[src/rtl/alu_seq_pkg.sv]
// Shared types and constants for the wide ALU sequencer.
// Op codes, ALU FunSel codes, flag indices, FSM states, step table.
package alu_seq_pkg;

    typedef enum logic [1:0] {
        OP_ADD32 = 2'b00,
        OP_ADC32 = 2'b01,
        OP_LSL32 = 2'b10,
        OP_LSR32 = 2'b11
    } op_t;

    // bit4 selects 16-bit ALU mode
    localparam logic [4:0] FS_PASSA16 = 5'b10000;
    localparam logic [4:0] FS_ADD16   = 5'b10100;
    localparam logic [4:0] FS_ADC16   = 5'b10101;
    localparam logic [4:0] FS_LSL16   = 5'b11011;
    localparam logic [4:0] FS_LSR16   = 5'b11100;
    localparam logic [4:0] FS_CSL16   = 5'b11110;
    localparam logic [4:0] FS_CSR16   = 5'b11111;

    localparam int FLG_Z = 3;
    localparam int FLG_C = 2;
    localparam int FLG_N = 1;
    localparam int FLG_O = 0;

    typedef enum logic [1:0] {
        ST_IDLE  = 2'b00,
        ST_STEP1 = 2'b01,
        ST_STEP2 = 2'b10,
        ST_DONE  = 2'b11
    } state_t;

    typedef struct packed {
        logic       hi;
        logic [4:0] funsel;
    } step_t;

    // Which half each pass works on and with which ALU function.
    // Left shifts go low->high, right shifts high->low, so the ALU
    // carry links the two passes in the direction bits move.
    function automatic step_t step_map(op_t op, logic second);
        step_t s;
        s = '{hi: 1'b0, funsel: FS_PASSA16};
        unique case (op)
            OP_ADD32: s = second ? '{1'b1, FS_ADC16} : '{1'b0, FS_ADD16};
            OP_ADC32: s = second ? '{1'b1, FS_ADC16} : '{1'b0, FS_ADC16};
            OP_LSL32: s = second ? '{1'b1, FS_CSL16} : '{1'b0, FS_LSL16};
            OP_LSR32: s = second ? '{1'b0, FS_CSR16} : '{1'b1, FS_LSR16};
            default:  s = '{hi: 1'b0, funsel: FS_PASSA16};
        endcase
        return s;
    endfunction

endpackage

[src/rtl/alu_wide_sequencer.sv]
// Runs 32-bit ADD/ADC/LSL/LSR as two chained passes through a 16-bit ALU.
// Ports: Clock, Reset (sync, low); Req*/Rsp* handshakes; Alu* to/from the ALU.
module alu_wide_sequencer
    import alu_seq_pkg::*;
#(
    parameter int ALU_W = 16
) (
    input  logic               Clock,
    input  logic               Reset,
    input  logic               ReqValid,
    output logic               ReqReady,
    input  logic [1:0]         ReqOp,
    input  logic [2*ALU_W-1:0] ReqA,
    input  logic [2*ALU_W-1:0] ReqB,
    output logic               RspValid,
    input  logic               RspReady,
    output logic [2*ALU_W-1:0] RspResult,
    output logic [3:0]         RspFlags,
    output logic [ALU_W-1:0]   AluA,
    output logic [ALU_W-1:0]   AluB,
    output logic [4:0]         AluFunSel,
    output logic               AluWF,
    input  logic [ALU_W-1:0]   AluOut,
    input  logic [3:0]         AluFlags
);

    state_t             state;
    state_t             state_nxt;
    op_t                op_q;
    logic [2*ALU_W-1:0] a_q;
    logic [2*ALU_W-1:0] b_q;
    logic [2*ALU_W-1:0] res_q;
    step_t              step;
    logic               is_shift;

    always_ff @(posedge Clock) begin
        if (!Reset)
            state <= ST_IDLE;
        else
            state <= state_nxt;
    end

    always_comb begin
        state_nxt = state;
        unique case (state)
            ST_IDLE:  if (ReqValid) state_nxt = ST_STEP1;
            ST_STEP1: state_nxt = ST_STEP2;
            ST_STEP2: state_nxt = ST_DONE;
            ST_DONE:  if (RspReady) state_nxt = ST_IDLE;
            default:  state_nxt = ST_IDLE;
        endcase
    end

    always_ff @(posedge Clock) begin
        if (!Reset) begin
            op_q  <= OP_ADD32;
            a_q   <= '0;
            b_q   <= '0;
            res_q <= '0;
        end else begin
            if (state == ST_IDLE && ReqValid) begin
                op_q <= op_t'(ReqOp);
                a_q  <= ReqA;
                b_q  <= ReqB;
            end
            // ALU latches its carry on this same edge
            if (AluWF) begin
                if (step.hi)
                    res_q[2*ALU_W-1:ALU_W] <= AluOut;
                else
                    res_q[ALU_W-1:0] <= AluOut;
            end
        end
    end

    assign is_shift = (op_q == OP_LSL32) || (op_q == OP_LSR32);

    always_comb begin
        step      = step_map(op_q, state == ST_STEP2);
        AluWF     = 1'b0;
        AluA      = '0;
        AluB      = '0;
        AluFunSel = FS_PASSA16;
        if (state == ST_STEP1 || state == ST_STEP2) begin
            AluWF     = 1'b1;
            AluFunSel = step.funsel;
            AluA      = step.hi ? a_q[2*ALU_W-1:ALU_W] : a_q[ALU_W-1:0];
            if (!is_shift)
                AluB = step.hi ? b_q[2*ALU_W-1:ALU_W] : b_q[ALU_W-1:0];
        end
    end

    assign ReqReady  = (state == ST_IDLE);
    assign RspValid  = (state == ST_DONE);
    assign RspResult = res_q;

    // Z/N come from the full 32-bit result; the ALU only saw one half
    always_comb begin
        RspFlags        = 4'b0000;
        RspFlags[FLG_Z] = (res_q == '0);
        RspFlags[FLG_C] = AluFlags[FLG_C];
        RspFlags[FLG_N] = res_q[2*ALU_W-1];
        RspFlags[FLG_O] = is_shift ? 1'b0 : AluFlags[FLG_O];
    end

endmodule

[config.mk]
export PLATFORM = sky130hd
export DESIGN_NAME = alu_wide_sequencer
export DESIGN_NICKNAME = d
export VERILOG_FILES = /design/src/rtl/alu_seq_pkg.sv /design/src/rtl/alu_wide_sequencer.sv
export SDC_FILE = /design/constraint.sdc
export NUM_CORES = 1
export LEC_CHECK = 0
export BUFFER_PORTS_ARGS = -buffer_cell sky130_fd_sc_hd__buf_2
export CAP_MARGIN = 20
export CORE_MARGIN = 4
export CORE_UTILIZATION = 50
export CTS_CLUSTER_SIZE = 30
export DETAILED_ROUTE_END_ITERATION = 8
export GPL_ROUTABILITY_DRIVEN = 0
export PLACE_DENSITY = 0.82
export SETUP_SLACK_MARGIN = 0.15
export SLEW_MARGIN = 40
export SYNTH_ARGS = -nofsm -noshare
export SYNTH_HDL_FRONTEND = slang
export SYNTH_SLANG_ARGS = --single-unit
[constraint.sdc]
create_clock -name Clock -period 1.9 [get_ports Clock]
set_input_delay 0 -clock Clock [delete_from_list [all_inputs] [get_ports Clock]]
set_output_delay 0 -clock Clock [all_outputs]
set_load 0.01 [all_outputs]
Word-level counts from Yosys, hierarchy flattened
Cells that the tools add are included.

storage, ports and cells
  flip-flop bits (word level) = 100
  output and inout port bits = 76
  word-level logic and storage cells = 40

operators by class
  equality and inequality tests = 8
  mux-type cells = 16
  bitwise logic cells = 1
  reduce and logical (&&, ||, !) cells = 9

operators with widths
  kind                                                 count
  2-to-1 mux 16 bit                                    5
  zero test 32 bit                                     1
  2-to-1 mux 6 bit                                     4
  case mux 6 bit (4 select lines)                      1
  equality test 2 bit, second input constant           4
  case mux 2 bit (4 select lines)                      1
  AND reduction 2 bit                                  3
  2-to-1 mux 5 bit                                     1
  equality test 2 x 1 -> 1 bit, second input constant  2
  zero test 2 bit                                      2
  2-to-1 mux 2 bit                                     2
  logical OR 1 bit                                     2
  2-to-1 mux 1 bit                                     2
  != test 2 x 1 -> 1 bit, second input constant        1
  != test 2 bit, second input constant                 1
  logical AND 1 bit                                    1
  inverter 1 bit                                       1

Longest topological paths before layout
Gate-level depths: netlist (run 1).

  depth after elaboration = 6
  mapped depth = 7
  gate-level depth less buffers = 5

Worst setup path after synthesis (run 1)
Ideal clock, no wire load.

  kind = flip-flop to output port
  start point = register state[1]
  end point = output AluFunSel[2]
  arrival = 1.857 ns
  slack = 0.043 ns
  stages on the path, launching flop included = 7
  cell sequence = dfxtp_1 > inv_1 > ha_1 > buf_2 > clkbuf_1 > clkbuf_1 > a21boi_0

between the ends
  word-level cells in the longest chain between the ends = 4
  elaborated cells between the ends (all ways) = 6
  classes of those cells = eq/ne: 2; mux: 3; reduce/logical: 1

RTL lines
  what                             line                                                source
  start: declaration               alu_wide_sequencer.sv:27                            state_t state;
  start signal: assignment         alu_wide_sequencer.sv:40                            state <= state_nxt;
  equality test 2 bit              alu_wide_sequencer.sv:79, alu_wide_sequencer.sv:84
  2-to-1 mux 6 bit                 alu_seq_pkg.sv:47                                   OP_LSL32: s = second ? '{1'b1, FS_CSL16} : '{1'b0, FS_LSL16};
  case mux 6 bit (4 select lines)  alu_seq_pkg.sv:44                                   unique case (op)
  2-to-1 mux 5 bit (*)             alu_wide_sequencer.sv:84                            if (state == ST_STEP1 || state == ST_STEP2) begin
  end: declaration                 alu_wide_sequencer.sv:21                            output logic [4:0] AluFunSel,

Every way passes the cells marked *; elsewhere a longest branch is shown, timed or not.

Worst setup path in the final report (run 1)
  start point = register state[0]
  end point = output AluA[10]

between the ends
  word-level cells in the longest chain between the ends = 5
  elaborated cells between the ends (all ways) = 10
  classes of those cells = eq/ne: 2; mux: 7; reduce/logical: 1

RTL lines
  what                                 line                                                source
  equality test 2 bit                  alu_wide_sequencer.sv:79, alu_wide_sequencer.sv:84
  2-to-1 mux 6 bit (on tied branches)  n/a
  case mux 6 bit (4 select lines)      alu_seq_pkg.sv:44
  2-to-1 mux 16 bit                    alu_wide_sequencer.sv:87                            AluA = step.hi ? a_q[2*ALU_W-1:ALU_W] : a_q[ALU_W-1:0];
  2-to-1 mux 16 bit (*)                alu_wide_sequencer.sv:84
  end: declaration                     alu_wide_sequencer.sv:19                            output logic [ALU_W-1:0] AluA,

Marks and branches as above.

==> flow_summary.json, run 1 <==
{
  "drc": 0,
  "crit_chain": "inv_4 > ha_4 > nor2b_4 > o31ai_4 > buf_6 > buf_12 > mux2i_1 > buf_2",
  "crit-reg2reg-launch": "state[0]",
  "cts.clk_slew.worst_paths_ns": 0.09,
  "endpoint_kind": "output pin",
  "boundaryPins": 166,
  "multi_input_area_mm2": 0.00245,
  "setup_slack_ns": -0.167,
  "status": "complete, but fails checks",
  "drtPass1Iterations": 5,
  "grt_max_degree": 67,
  "clock.fmax_mhz": 484,
  "setup_viol": 33,
  "final_max_slew_viol_count": 0,
  "grt-ovfl-total": 0,
  "crit_fanout": 9,
  "crit_family": "buffers and inverters",
  "syn2layout_area_growth_pct": 50.0,
  "vias": 5042,
  "yosysUniqueCellTypes": 31,
  "yosys_warnings": 0,
  "period_share_pct": 109,
  "power_mw": 9.94,
  "worstSetupPathType": "register to output pin",
  "cpPeakStageDelay_ns": 0.35,
  "stdcell_count": 921,
  "fin_skew_ns": 0.0124,
  "initial_utilization_pct": 52.0,
  "setup.worst_path.start": "state[0]",
  "ir_worst_vdd_mv": 0.848,
  "reg2reg_to": "RspResult[8]",
  "netlist_instances": 569,
  "numCtsBuffers": 9,
  "worst_skew_pair.late_latency_ns": 0.37,
  "first_global_vias": 5235,
  "rows": 34,
  "cts_tree": "done",
  "cp.arrival_ns": 2.07,
  "cp.required_ns": 1.90,
  "critPathLaunchType": "register",
  "clockBufferDepth": 2,
  "relSlewSlack_pct": 62.6,
  "syn_area_per_cell_um2": 8.09,
  "synth_seq_cells": 100,
  "place_inst": 804,
  "failed_checks": "setup timing",
  "worstHoldPathType": "input pin to output pin",
  "tightest_slew_ns": 0.560,
  "cts_sinks": 100,
  "cts_root_buf": "clkbuf_8",
  "rsz0062_at_grt": "true",
  "port_buffers": 160,
  "hold_violations": 0,
  "hold_depth": 0,
  "grt_usage_pct": 28.6,
  "hpwl_um": 8840,
  "maxCapViolCount": 0,
  "synth_area_leader_cell": "dfxtp_1",
  "vias_per_cell": 5.47,
  "final_util_pct": 78.0,
  "crit_buf_inv": 4,
  "holdPathEnd": "RspFlags[2]",
  "die-width_um": 104,
  "reg2reg_slack_ns": 0.07,
  "drive_gt1_share_pct": 28.8,
  "total_leakage_power_nw": 3.26,
  "pwr_density_cell_mw_per_mm2": 1440,
  "synth.top_cells.by_area": "dfxtp_1, nand2_1, mux2i_1",
  "ant_nets": 0,
  "r2r_cells": 8,
  "antennaDiodeCount": 0,
  "worst_hold_slack_ns": 0.00000389,
  "synth-seq-area-share_pct": 43.5,
  "critPathSlowestCell": "dfxtp_2",
  "wire_per_inst_um": 17.3,
  "drtIter0Drc": 299,
  "drt-total-wl_um": 15900,
  "finalNetCount": 903,
  "grt_pass1_wl_um": 25500,
  "htreeDepth": 3,
  "synth_top_area_share_pct": 43.5,
  "netlist_area_mm2": 0.00460,
  "core-area_mm2": 0.00885,
  "worstHoldStart": "AluFlags[2]",
  "min_period_ns": 2.07,
  "antenna_found_initial": 0,
  "die_h_um": 104,
  "place_ws_ns": 0.106,
  "syn-num-nets": 664,
  "ff_latch_area_mm2": 0.00201,
  "nFillCells": 546,
  "die_area_mm2": 0.0108
}
-- metal layers --
metal / track usage, % / wire, um / vias up
met5: 0 / 0 / -
met4: 15.9 / 745 / 0
met3: 5.77 / 959 / 75
li1: - / - / 2358
met2: 50.9 / 8140 / 259
met1: 31.8 / 6090 / 2350
-- layout make-up --
class,instances,area share (%)
well taps,108,1.96
repair buffers,275,30.5
inverters,4,0.254
flip-flops and latches,100,29.1
clock buffers,10,1.99
multi-input cells,418,35.6
clock inverters,6,0.671
-- registers in the layout (all words and copies together) (netlist names) --
register,cells
op_q,2
state,2
a_q,32
b_q,32
RspResult,32
-- cell usage after synthesis --
cell type / n
o31ai_4: 1
o21a_1: 1
o21ai_0: 2
clkbuf_1: 32
ha_1: 5
nand2b_1: 1
inv_1: 3
o311ai_4: 2
nor2_1: 3
conb_1: 1
buf_8: 2
and2_1: 3
xor2_1: 1
mux2i_1: 64
nand4_1: 2
o31ai_1: 1
buf_4: 6
nor4_1: 8
a21oi_1: 68
nand2_1: 213
buf_2: 1
and3_1: 1
or2_2: 1
a21boi_0: 1
or3b_2: 1
nand3b_1: 32
buf_1: 6
dfxtp_1: 100
or4_1: 1
inv_2: 1
nor2b_1: 5
-- worst max-delay path by stage --
stage,slack (ns),cells past startpoint,to
CTS,-0.09,8,AluB[10]
global placement,0.18,7,AluB[10]
floorplan,0.16,7,AluFunSel[0]
detailed placement,0.11,7,AluA[10]
finish,-0.17,8,AluA[10]
global route,-0.24,8,AluA[10]
-- logic make-up (layout without fill, tap and decap cells) --
| family | Yosys count | count (layout) | share of synthesized area (%) |
|---|---|---|---|
| buffers and inverters | 51 | 295 | 5.17 |
| AOI/OAI and AO/OA | 76 | 76 | 9.71 |
| other | 1 | 1 | 0.0815 |
| DFF | 100 | 100 | 43.5 |
| and+or+nand+nor | 271 | 271 | 26.1 |
| muxes | 64 | 64 | 13.9 |
| xor gates and xnor gates | 1 | 1 | 0.190 |
| adders and majority gates | 5 | 5 | 1.36 |
-- layout by cell type, fill, tap and decap left out, types with 3 or more instances in the layout --
cell type and instances:
nor2b_1 3, buf_12 9, nand3b_1 32, nor4_1 8
clkbuf_8 10, mux2i_1 58, buf_2 157, a21oi_1 68
mux2i_2 5, dfxtp_1 97, buf_4 17, buf_6 6
nor2_1 3, ha_4 3, nand2_1 212, dlygate4sd3_1 82
-- power breakdown --
group          switching (mW)  total (mW)  internal, mW
Sequential              0.380        3.01          2.63
Clock                   0.769        1.29         0.522
Combinational            2.88        5.64          2.76
-- stage by stage --
| step | setup TNS [ns] | instance area (um^2) |
|---|---|---|
| finish | -2.39 | 6900 |
| global route | -5.34 | 6900 |
| CTS | -1.35 | 6790 |
| detailed placement | 0 | 5540 |
| global placement | 0 | 5540 |
| floorplan | 0 | 4600 |
-- timing repair --
item,CTS,global route
endpoints found under the hold margin,98,0
pin swaps,2,3
gates cloned,4,0
setup buffers,9,6
gates resized for setup,18,15
hold buffers,82,0
endpoints found under the setup margin,37,37
No activity file was read; power rests on OpenSTA's default activity.
==> run 2, diff against run 1 <==
--- a/config.mk
+++ b/config.mk
@@ -7,12 +7,11 @@
 export LEC_CHECK = 0
 export BUFFER_PORTS_ARGS = -buffer_cell sky130_fd_sc_hd__buf_2
 export CAP_MARGIN = 20
-export CORE_MARGIN = 4
-export CORE_UTILIZATION = 50
+export CORE_UTILIZATION = 29
 export CTS_CLUSTER_SIZE = 30
 export DETAILED_ROUTE_END_ITERATION = 8
 export GPL_ROUTABILITY_DRIVEN = 0
-export PLACE_DENSITY = 0.82
+export PLACE_DENSITY = 0.53
 export SETUP_SLACK_MARGIN = 0.15
 export SLEW_MARGIN = 40
 export SYNTH_ARGS = -nofsm -noshare
==> run 2 against run 1 <==
Net effect:
- the flow still finishes with violations (setup timing)
- fmax decreased by 4.1%
- sequential cell count stayed put
- clock-buffer cell count is 2 higher
- global-route usage is 9.9 points lower
- register-to-register slack gained 0.08 ns
- clock power grew 50%
- first-iteration DRC count down 26%
- die area is 52% higher
- sequential power about the same
- critical path type unchanged
==> flow_summary.json, run 2 (same netlist as run 1, synthesis figures left out) <==
{
  "status": "complete, but fails checks",
  "failed_checks": "setup timing",
  "first_global_vias": 4657,
  "final_util_pct": 48.1,
  "min_period_ns": 2.16,
  "cts.clk_slew.worst_paths_ns": 0.07,
  "nFillCells": 1510,
  "pwr-share-clk_pct": 17.5,
  "tns_ns": -5.26,
  "layout_commonest_cell": "nand2_1",
  "numCtsBuffers": 9,
  "grt_max_degree": 55,
  "worstHoldPathType": "input pin to output pin",
  "drt-total-wl_um": 15000,
  "relSlewSlack_pct": 64.7,
  "cts_root_buf": "clkbuf_16",
  "maxCapViolCount": 0,
  "grt-ovfl-total": 0,
  "port_buffers": 160,
  "total_leakage_power_nw": 3.40,
  "rows": 45,
  "hold_depth": 0,
  "crit_fanout": 8,
  "clockBufferDepth": 2,
  "worst_hold_slack_ns": 0.000105,
  "vias": 4726,
  "ir_worst_vdd_mv": 0.696,
  "die-width_um": 128,
  "antennaDiodeCount": 0,
  "hpwl_um": 9380,
  "cts_tree": "done",
  "clock.fmax_mhz": 464,
  "boundaryPins": 166,
  "hold_violations": 0,
  "worst_skew_pair.late_latency_ns": 0.35,
  "place_ws_ns": -0.0420,
  "antenna_found_initial": 0,
  "postPlaceCellArea_mm2": 0.00572,
  "finalNetCount": 912,
  "setup_viol": 34,
  "mostFrequentLayoutCells": "nand2_1, buf_2, dfxtp_1",
  "worstSetupPathType": "register to output pin",
  "grt_usage_pct": 18.7,
  "tightest_slew_ns": 0.525,
  "comb_power_share_pct": 55.4,
  "r2r_cells": 9,
  "cp.required_ns": 1.90,
  "drtIter0Drc": 220,
  "pwr_density_cell_mw_per_mm2": 1500,
  "swShare_pct": 38.2,
  "stdcell_area_mm2": 0.00736,
  "place_inst": 914,
  "cp.arrival_ns": 2.16,
  "grt_pass1_wl_um": 23700,
  "initial_utilization_pct": 30.0,
  "drc": 0,
  "drive_gt1_share_pct": 29.9,
  "final_max_slew_viol_count": 0,
  "rsz0062_at_grt": "true",
  "period_share_pct": 113,
  "cts_sinks": 100,
  "core-area_mm2": 0.0153,
  "drtPass1Iterations": 4,
  "vias_per_cell": 4.58,
  "critPathLaunchType": "register",
  "die_h_um": 128,
  "switchingPower_mw": 4.22,
  "stdcell_count": 1033,
  "endpoint_kind": "output pin",
  "setup_slack_ns": -0.256,
  "ant_nets": 0,
  "wire_per_inst_um": 14.5,
  "syn2layout_area_growth_pct": 60.0,
  "fin_skew_ns": 0.00359,
  "power_mw": 11.0,
  "htreeDepth": 3,
  "die_area_mm2": 0.0164,
  "seqPwrFrac_pct": 27.0,
  "p_int_mw": 6.83
}
run 2: changes by cell type in the layout (fill, tap and decap cells not counted), sizes merged:
cell	previous run	this run
buf	191	200
clkbuf	10	14
bufbuf	2	0
clkinvlp	2	0
bufinv	0	1
inv	6	5
run 2: worst max-delay path, stage by stage (launching register included):
cell and delay (ns):
dfxtp_2 0.35, inv_4 0.06, ha_4 0.16, buf_6 0.12, or2_4 0.24, o31ai_4 0.06
buf_6 0.19, buf_12 0.12, buf_16 0.12, mux2i_1 0.22, buf_2 0.17
run 2: timing repair:
action,in CTS,in global routing
hold buffers,82,0
hold endpoints to repair,98,0
buffers inserted,9,5
resized for setup,36,15
cloned,5,2
pin swaps,4,6
endpoints found under the setup margin,44,39
run 2: final timing paths:
kind	startpoint	endpoint	slack, ns
setup / recovery	state[0]	AluA[15]	-0.26
hold / removal	AluFlags[2]	RspFlags[2]	0.0001
setup reg to reg	state[0]	RspResult[22]	0.15
hold reg to reg	b_q[13]	b_q[13]	0.45
run 2: per-layer routing:
metal,global-route usage [%],share of wire (%),vias up
li1,-,-,2381
met1,23.3,46,2197
met2,31.1,47,130
met3,4.92,5.0,18
met4,6.64,1.8,0
met5,0,0,-
run 2: power by group through the flow:
stage | sequential (mW) | clock, mW | combinational [mW]
after floorplan | 3.04 | 0 | 2.79
after global placement | 2.98 | 0 | 4.34
after detailed placement | 3.01 | 0 | 4.42
after CTS | 2.97 | 1.99 | 5.74
after global routing | 3.05 | 2.09 | 6.58
final | 2.98 | 1.94 | 6.12
run 2: layout make-up:
type / instances / area, um^2 / area share (%)
Multi-Input combinational cell: 418 / 2500 / 34.0
Clock inverter: 4 / 56.3 / 0.765
Inverter: 4 / 17.5 / 0.238
Sequential cell: 100 / 2000 / 27.2
Tap cell: 211 / 264 / 3.59
Timing Repair Buffer: 284 / 2260 / 30.8
Clock buffer: 12 / 256 / 3.48
==> run 3, diff against run 2 <==
--- a/config.mk
+++ b/config.mk
@@ -7,11 +7,11 @@
 export LEC_CHECK = 0
 export BUFFER_PORTS_ARGS = -buffer_cell sky130_fd_sc_hd__buf_2
 export CAP_MARGIN = 20
-export CORE_UTILIZATION = 29
+export CORE_UTILIZATION = 43
 export CTS_CLUSTER_SIZE = 30
 export DETAILED_ROUTE_END_ITERATION = 8
 export GPL_ROUTABILITY_DRIVEN = 0
-export PLACE_DENSITY = 0.53
+export PLACE_DENSITY = 0.73
 export SETUP_SLACK_MARGIN = 0.15
 export SLEW_MARGIN = 40
 export SYNTH_ARGS = -nofsm -noshare
==> run 3 against run 2 <==
Net effect:
- the run still ends with setup timing left
- largest power group unchanged
- design area down 5.3%
- via count up 4.9%
- sequential power about the same
- fmax up 5.0%
- setup slack better by 0.10 ns
- critical path type unchanged
- core utilization up 19 points
- routed wire length down 3.2%
==> flow_summary.json, run 3 (same netlist as run 1, synthesis figures left out) <==
{
  "status": "complete, but fails checks",
  "failed_checks": "setup timing",
  "setup_slack_ns": -0.153,
  "final_max_slew_viol_count": 0,
  "reg2reg_to": "RspResult[7]",
  "grt_max_degree": 67,
  "setup.worst_path.start": "state[0]",
  "layout_commonest_cell": "nand2_1",
  "period_share_pct": 108,
  "clock.fmax_mhz": 487,
  "hold_violations": 0,
  "postPlaceCellArea_mm2": 0.00556,
  "critPathLaunchType": "register",
  "boundaryPins": 166,
  "pwr-share-clk_pct": 14.5,
  "fin_skew_ns": 0.0131,
  "cts_tree": "done",
  "numCtsBuffers": 9,
  "switchingPower_mw": 3.98,
  "total_leakage_power_nw": 3.28,
  "tightest_slew_ns": 0.506,
  "htreeDepth": 3,
  "setup_viol": 32,
  "stdcell_area_mm2": 0.00698,
  "cp.required_ns": 1.90,
  "relSlewSlack_pct": 65.9,
  "vias_per_cell": 5.22,
  "nFillCells": 801,
  "ir_worst_vdd_mv": 1.00,
  "syn2layout_area_growth_pct": 51.6,
  "worstSetupPathType": "register to output pin",
  "reg2reg_slack_ns": 0.05,
  "worst_skew_pair.late_latency_ns": 0.37,
  "power_mw": 9.95,
  "drtPass1Iterations": 6,
  "place_inst": 835,
  "first_global_vias": 4828,
  "pwr_density_cell_mw_per_mm2": 1430,
  "tns_ns": -2.33,
  "seqPwrFrac_pct": 30.1,
  "drtIter0Drc": 330,
  "endpoint": "AluA[6]",
  "comb_power_share_pct": 55.4,
  "ant_nets": 0,
  "endpoint_kind": "output pin",
  "r2r_cells": 8,
  "die_h_um": 105,
  "core-area_mm2": 0.0104,
  "rows": 37,
  "hpwl_um": 8140,
  "swShare_pct": 40.0,
  "cts_sinks": 100,
  "initial_utilization_pct": 44.4,
  "worst_hold_slack_ns": 0.0000952,
  "p_int_mw": 5.96,
  "cts.clk_slew.worst_paths_ns": 0.10,
  "hold_depth": 0,
  "antennaDiodeCount": 0,
  "crit-reg2reg-launch": "state[0]",
  "final_util_pct": 67.3,
  "grt_pass1_wl_um": 23200,
  "rsz0062_at_grt": "true",
  "grt-ovfl-total": 0,
  "worstHoldPathType": "input pin to output pin",
  "vias": 4959,
  "die_area_mm2": 0.0111,
  "grt_usage_pct": 26.1,
  "die-width_um": 105,
  "cp.arrival_ns": 2.05,
  "crit_fanout": 8,
  "wire_per_inst_um": 15.3,
  "drive_gt1_share_pct": 28.7,
  "min_period_ns": 2.05,
  "port_buffers": 160,
  "cts_root_buf": "clkbuf_8",
  "antenna_found_initial": 0,
  "finalNetCount": 904,
  "stdcell_count": 950,
  "place_ws_ns": 0.0856,
  "mostFrequentLayoutCells": "nand2_1, buf_2, dfxtp_1",
  "drc": 0,
  "clockBufferDepth": 2,
  "maxCapViolCount": 0,
  "drt-total-wl_um": 14500
}
[run 3: critical path, stage by stage (launching register included)]
cell and delay (ns):
dfxtp_2 0.35, inv_4 0.09, ha_4 0.16, nor2b_4 0.05, o31ai_4 0.27, buf_6 0.18, buf_12 0.15, mux2i_1 0.25
buf_2 0.17
[run 3: power by group through the flow]
stage                     clock network (mW)  logic [mW]  registers, mW
after floorplan                            0        2.79           3.04
after global placement                     0        4.12           2.97
after detailed placement                   0        4.19           3.00
after CTS                               1.45        5.12           2.98
after global routing                    1.55        5.92           3.06
final                                   1.44        5.51           3.00
[run 3: layout make-up]
cell class                 count  area [um^2]  share of cell area (%)
clock buffer                  10          138                    1.97
clock inverter                 6         68.8                   0.986
inverter                       4         17.5                   0.251
multi-input combinational    418         2480                    35.6
sequential                   100         2010                    28.8
tap                          136          170                    2.44
timing repair buffer         276         2090                    30.0
[run 3: timing repair]
action	CTS	global route
gates resized for setup	29	14
buffers inserted	9	3
hold buffers	83	0
endpoints found under the setup margin	37	48
gates cloned	3	1
hold endpoints to repair	98	0
pin swaps	3	2
[run 3: worst min-delay path by stage]
stage	slack, ns	from	to
3_3_place_gp	0.0002	AluFlags[2]	RspFlags[2]
4_1_cts	0.0002	AluFlags[2]	RspFlags[2]
2_1_floorplan	0.09	AluFlags[2]	RspFlags[2]
5_1_grt	0.00005	AluFlags[2]	RspFlags[2]
3_5_place_dp	0.0002	AluFlags[2]	RspFlags[2]
6_report	0.0001	AluFlags[2]	RspFlags[2]
[run 3: layer usage]
metal / routed length [um] / track usage (%)
met2: 7160 / 45.9
met1: 6030 / 30.9
met5: 0 / 0
met4: 487 / 10.9
met3: 810 / 5.01
